## src/rtl/mem_port_arbiter.sv

```systemverilog
// Single-port memory arbiter shared by instruction fetch and load/store.
// Each access runs IDLE -> ACCESS (MEM_LAT cycles) -> RESP -> IDLE.
module mem_port_arbiter #(
   parameter int ADDR_W     = 32,
   parameter int DATA_W     = 32,
   parameter int MEM_LAT    = 2,
   parameter int STARVE_MAX = 4
) (
   input  logic              clk,
   input  logic              reset,
   input  logic              if_req,
   input  logic [ADDR_W-1:0] if_addr,
   output logic              if_gnt,
   output logic [DATA_W-1:0] if_rdata,
   output logic              if_done,
   input  logic              d_req,
   input  logic              d_wr,
   input  logic [1:0]        d_size,
   input  logic [ADDR_W-1:0] d_addr,
   input  logic [DATA_W-1:0] d_wdata,
   output logic              d_gnt,
   output logic [DATA_W-1:0] d_rdata,
   output logic              d_done,
   output logic              mem_en,
   output logic              mem_wr,
   output logic [1:0]        mem_size,
   output logic [ADDR_W-1:0] mem_addr,
   output logic [DATA_W-1:0] mem_wdata,
   input  logic [DATA_W-1:0] mem_rdata,
   output logic              busy,
   output logic              stall
);

   localparam int SW = $clog2(STARVE_MAX + 1);
   localparam int CW = (MEM_LAT > 1) ? $clog2(MEM_LAT) : 1;

   typedef enum logic [1:0] {
      IDLE,
      ACCESS,
      RESP
   } stateT;

   stateT         state;
   stateT         nextState;
   logic          ownData;
   logic          latWr;
   logic [CW-1:0] cnt;
   logic [SW-1:0] starveCnt;
   logic          starveFull;
   logic          pickFetch;
   logic          pickData;

   assign starveFull = (starveCnt == SW'(STARVE_MAX));

   // Owner selection, grants, memory strobes and next state.
   always_comb begin
      nextState = state;
      pickFetch = if_req & (~d_req | starveFull);
      pickData  = d_req & ~pickFetch;
      if_gnt    = (state == IDLE) & pickFetch;
      d_gnt     = (state == IDLE) & pickData;
      mem_en    = (state == ACCESS);
      mem_wr    = (state == ACCESS) & latWr;
      if_done   = (state == RESP) & ~ownData;
      d_done    = (state == RESP) & ownData;
      busy      = (state != IDLE);
      stall     = (if_req & ~if_gnt) | (d_req & ~d_gnt);
      unique case (state)
         IDLE:    if (if_gnt | d_gnt) nextState = ACCESS;
         ACCESS:  if (cnt == '0) nextState = RESP;
         RESP:    nextState = IDLE;
         default: nextState = IDLE;
      endcase
   end

   // State, latched request, latency count, read data and starve count.
   always_ff @(posedge clk) begin
      if (reset) begin
         state     <= IDLE;
         ownData   <= 1'b0;
         latWr     <= 1'b0;
         cnt       <= '0;
         starveCnt <= '0;
         mem_size  <= '0;
         mem_addr  <= '0;
         mem_wdata <= '0;
         if_rdata  <= '0;
         d_rdata   <= '0;
      end else begin
         state <= nextState;
         unique case (state)
            IDLE: begin
               if (if_gnt | d_gnt) begin
                  ownData   <= d_gnt;
                  latWr     <= d_gnt & d_wr;
                  mem_size  <= d_gnt ? d_size : 2'd2;
                  mem_addr  <= d_gnt ? d_addr : if_addr;
                  mem_wdata <= d_gnt ? d_wdata : '0;
                  cnt       <= CW'(MEM_LAT - 1);
               end
               if (if_gnt)
                  starveCnt <= '0;
               else if (d_gnt & if_req) begin
                  if (!starveFull) starveCnt <= starveCnt + SW'(1);
               end else if (!if_req)
                  starveCnt <= '0;
            end
            ACCESS: begin
               if (cnt == '0) begin
                  if (!latWr) begin
                     if (ownData) d_rdata  <= mem_rdata;
                     else         if_rdata <= mem_rdata;
                  end
               end else
                  cnt <= cnt - CW'(1);
            end
            default: ;
         endcase
      end
   end

endmodule

```

## config.mk

```make
export PLATFORM = sky130hd
export DESIGN_NAME = mem_port_arbiter
export DESIGN_NICKNAME = d
export VERILOG_FILES = /design/src/rtl/mem_port_arbiter.sv
export SDC_FILE = /design/constraint.sdc
export NUM_CORES = 1
export LEC_CHECK = 0
export BUFFER_PORTS_ARGS = -buffer_cell sky130_fd_sc_hd__buf_2
export CAP_MARGIN = 20
export CELL_PAD_IN_SITES_DETAIL_PLACEMENT = 0
export CELL_PAD_IN_SITES_GLOBAL_PLACEMENT = 1
export CORE_UTILIZATION = 30
export DETAILED_ROUTE_END_ITERATION = 8
export PLACE_DENSITY_LB_ADDON = 0.1
export SYNTH_ARGS = -nofsm -noshare
export SYNTH_HDL_FRONTEND = slang
export SYNTH_SLANG_ARGS = --single-unit
```

## constraint.sdc

```tcl
create_clock -name clk -period 1.5 [get_ports clk]
set_clock_uncertainty 0.05 [all_clocks]
set_input_delay 0 -clock clk [delete_from_list [all_inputs] [get_ports clk]]
set_output_delay 0 -clock clk [all_outputs]
set_load 0.03 [all_outputs]
```

==> flow_summary.yaml <==
sta:
  min_period_ps: 1750
  hold_violations: 0
  max_freq_mhz: 573
  slew_headroom_pct: 42.6
  finalMaxSlewViolations: 0
  worst_slack_ps: -247
  post-route-period-util_pct: 116
  holdWs_ps: 134
  tightestPinTransition_ps: 861
  rsz0062_at_grt: "true"
  setup_viol: 136
critical_path:
  start_kind: "register"
  critPathMaxFanout: 7
  worstPathRequired_ps: 1750
  crit_arrival_ps: 2000
  path_class: "reg2reg"
  setup.worst_path.end_class: "register"
  r2r_cells: 8
layout:
  mostFrequentLayoutCells: "buf_2 (264), dlygate4sd3_1 (134), dfxtp_1 (133)"
  fin_nets: 1268
  n_fill_cell: 1597
  layout-drive-gt1-share_pct: 54.5
  syn2layout_area_growth_pct: 110
  layout_commonest_cell: "buf_2"
floorplan:
  boundaryPins: 273
  die_y_um: 143
  start_util_pct: 30.5
  die-area_um2: 20300
  rows: 51
  die_width_um: 143
  core_area_um2: 19400
clock_tree:
  cts_tree: "built"
  clockRootBuffer: "clkbuf_16"
  clk_latency_ps: 420
  cts_num_sinks: 138
  htreeDepth: 4
  cts_buffers: 17
  path_clk_slew_ps: 60
  cts_buffer_depth: 2
status:
  status: "complete, but fails checks"
  violations: "negative setup slack"
synth:
  ys_types: 35
  ys_seq_area_share_pct: 46.6
  yosysWarnings: 0
  synth_area_um2: 5920
  postSynthCellCount: 698
  synth_nets: 835
  syn_area_per_cell_um2: 8.49
  yosys_register_bits: 138
route:
  drt-vias-per-instance: 5.24
  routed_wl_um: 26400
  drc: 0
  vias: 7384
  drt_iter0_markers: 284
  first_pass_iters: 4
  avgRoutedWirePerCell_um: 18.7
  postRouteAntennaNets: 0
pwr:
  p_total_mw: 12.5
  power_density_nw_per_um2: 1000
  leakage_nw: 4.80
  vdd_drop_max_uv: 800
global_routing:
  overflow: 0
  grt_usage_pct: 23.0
  grt_pass1_vias: 7172
  grt_pass1_wl_um: 36600
  grt_start_max_net_pins: 66
  antenna_found_initial: 1
run:
  cap_violations: 0
placement:
  dp_hpwl_um: 13400
  port_buffers: 272
  gp_congestion: 0.755
  dp_slack_ps: -206
worst_hold_path:
  hold_depth: 4
  holdCritPathClass: "in2reg"
-- area by class of cell --
type                       instances  area [µm²]  area share (%)
clock inverter                    14         185            1.49
sequential                       138        2780            22.3
multi-input combinational        462        4390            35.2
tap                              265         332            2.66
clock buffer                      18         439            3.52
timing repair buffer             506        4320            34.6
inverter                           6        27.5           0.221
antenna                            1        2.50          0.0201
-- registers in the layout, summed over array words and instances, names as in the netlist --
signal     flops
latWr          1
mem_addr      32
mem_size       2
mem_wdata     32
d_rdata       32
cnt            1
if_rdata      32
starveCnt      3
ownData        1
state          2
-- report_power, final --
part / leakage, nW / internal, mW / switching, mW / total [mW]
combinational: 3.38 / 1.75 / 2.17 / 3.92
clock: 0.296 / 2.70 / 1.79 / 4.49
sequential: 1.13 / 3.93 / 0.155 / 4.08
total: 4.80 / 8.38 / 4.11 / 12.5
-- logic make-up (layout without fill, tap and decap cells) --
| kind of cell | count (synthesis) | after routing | synth area share [%] |
|---|---|---|---|
| adder cells (fa/ha/maj) | 3 | 3 | 0.591 |
| AND/OR/NAND/NOR | 189 | 189 | 19.4 |
| AO/OA/AOI/OAI | 270 | 270 | 25.3 |
| buffers and inverters | 98 | 544 | 8.03 |
| flip-flops | 138 | 138 | 46.6 |
| other | 0 | 1 | 0 |
-- Yosys cell counts --
| cell type | count | area [µm²] |
|---|---|---|
| a2111oi_0 | 32 | 280 |
| a211oi_1 | 1 | 7.51 |
| a21boi_0 | 1 | 7.51 |
| a21oi_1 | 136 | 681 |
| a22oi_1 | 1 | 7.51 |
| and2_1 | 2 | 12.5 |
| and3_1 | 1 | 6.26 |
| buf_1 | 11 | 41.3 |
| buf_2 | 20 | 100 |
| buf_6 | 11 | 124 |
| clkbuf_1 | 50 | 188 |
| dfxtp_1 | 138 | 2760 |
| ha_1 | 2 | 25.0 |
| inv_1 | 5 | 18.8 |
| inv_2 | 1 | 3.75 |
| maj3_1 | 1 | 10.0 |
| nand2_1 | 6 | 22.5 |
| nand2b_1 | 1 | 6.26 |
| nand3_1 | 99 | 495 |
| nand4_1 | 2 | 12.5 |
| nor2_1 | 3 | 11.3 |
| nor2_8 | 1 | 20.0 |
| nor3_1 | 1 | 5.00 |
| nor3b_1 | 2 | 15.0 |
| nor3b_2 | 1 | 12.5 |
| nor4_1 | 32 | 200 |
| nor4b_1 | 33 | 289 |
| nor4bb_1 | 1 | 10.0 |
| o21ai_0 | 39 | 195 |
| o21ai_1 | 54 | 270 |
| o21ai_2 | 6 | 52.6 |
| or2_2 | 1 | 6.26 |
| or3_1 | 1 | 6.26 |
| or3b_1 | 1 | 8.76 |
| or4b_1 | 1 | 10.0 |
-- worst max-delay path, cell delays in order (launching register included) --
cell	delay [ps]
dfxtp_2	320
inv_2	70
ha_4	160
nand3_4	110
buf_6	160
buf_12	140
buf_6	120
a2111oi_4	380
nor4_2	100
-- layer usage --
metal | GRT usage [%] | share of wire [%] | wire [µm] | vias to the layer above
met5 | 0 | 0 | 0 | -
met4 | 9.34 | 2.4 | 640 | 0
met3 | 5.82 | 5.9 | 1540 | 47
met2 | 39.7 | 51 | 13400 | 277
met1 | 27.0 | 41 | 10800 | 3555
li1 | - | - | - | 3505
-- through the flow --
step	util (%)	cell area [µm²]	TNS, ps	instances
2_1_floorplan	-	5950	-2740	698
3_3_place_gp	39.8	7720	-2130	1183
3_5_place_dp	39.8	7720	-6310	1183
4_1_cts	57.1	11100	-8710	1377
5_1_grt	64.3	12500	-21720	1410
6_report	64.3	12500	-13800	1410
-- final timing paths --
check	end	slack [ps]	from
worst max-delay path	mem_addr[3]$_SDFFE_PP0P_	-250	starveCnt[0]$_SDFFE_PP0P_
worst min-delay path	starveCnt[1]$_SDFFE_PP0P_	130	d_req
worst max register to register	mem_addr[3]$_SDFFE_PP0P_	-250	starveCnt[0]$_SDFFE_PP0P_
worst min register to register	if_rdata[20]$_SDFFE_PP0P_	410	if_rdata[20]$_SDFFE_PP0P_
-- what timing repair did --
action                                 CTS  global route
gates resized for setup                189           224
pin swaps                               56           124
setup endpoints to repair              138           139
endpoints found under the hold margin  134             0
hold buffers                           134             0
cloned                                  10            13
buffers inserted                        19            26
No activity file was read; power rests on OpenSTA's default activity.
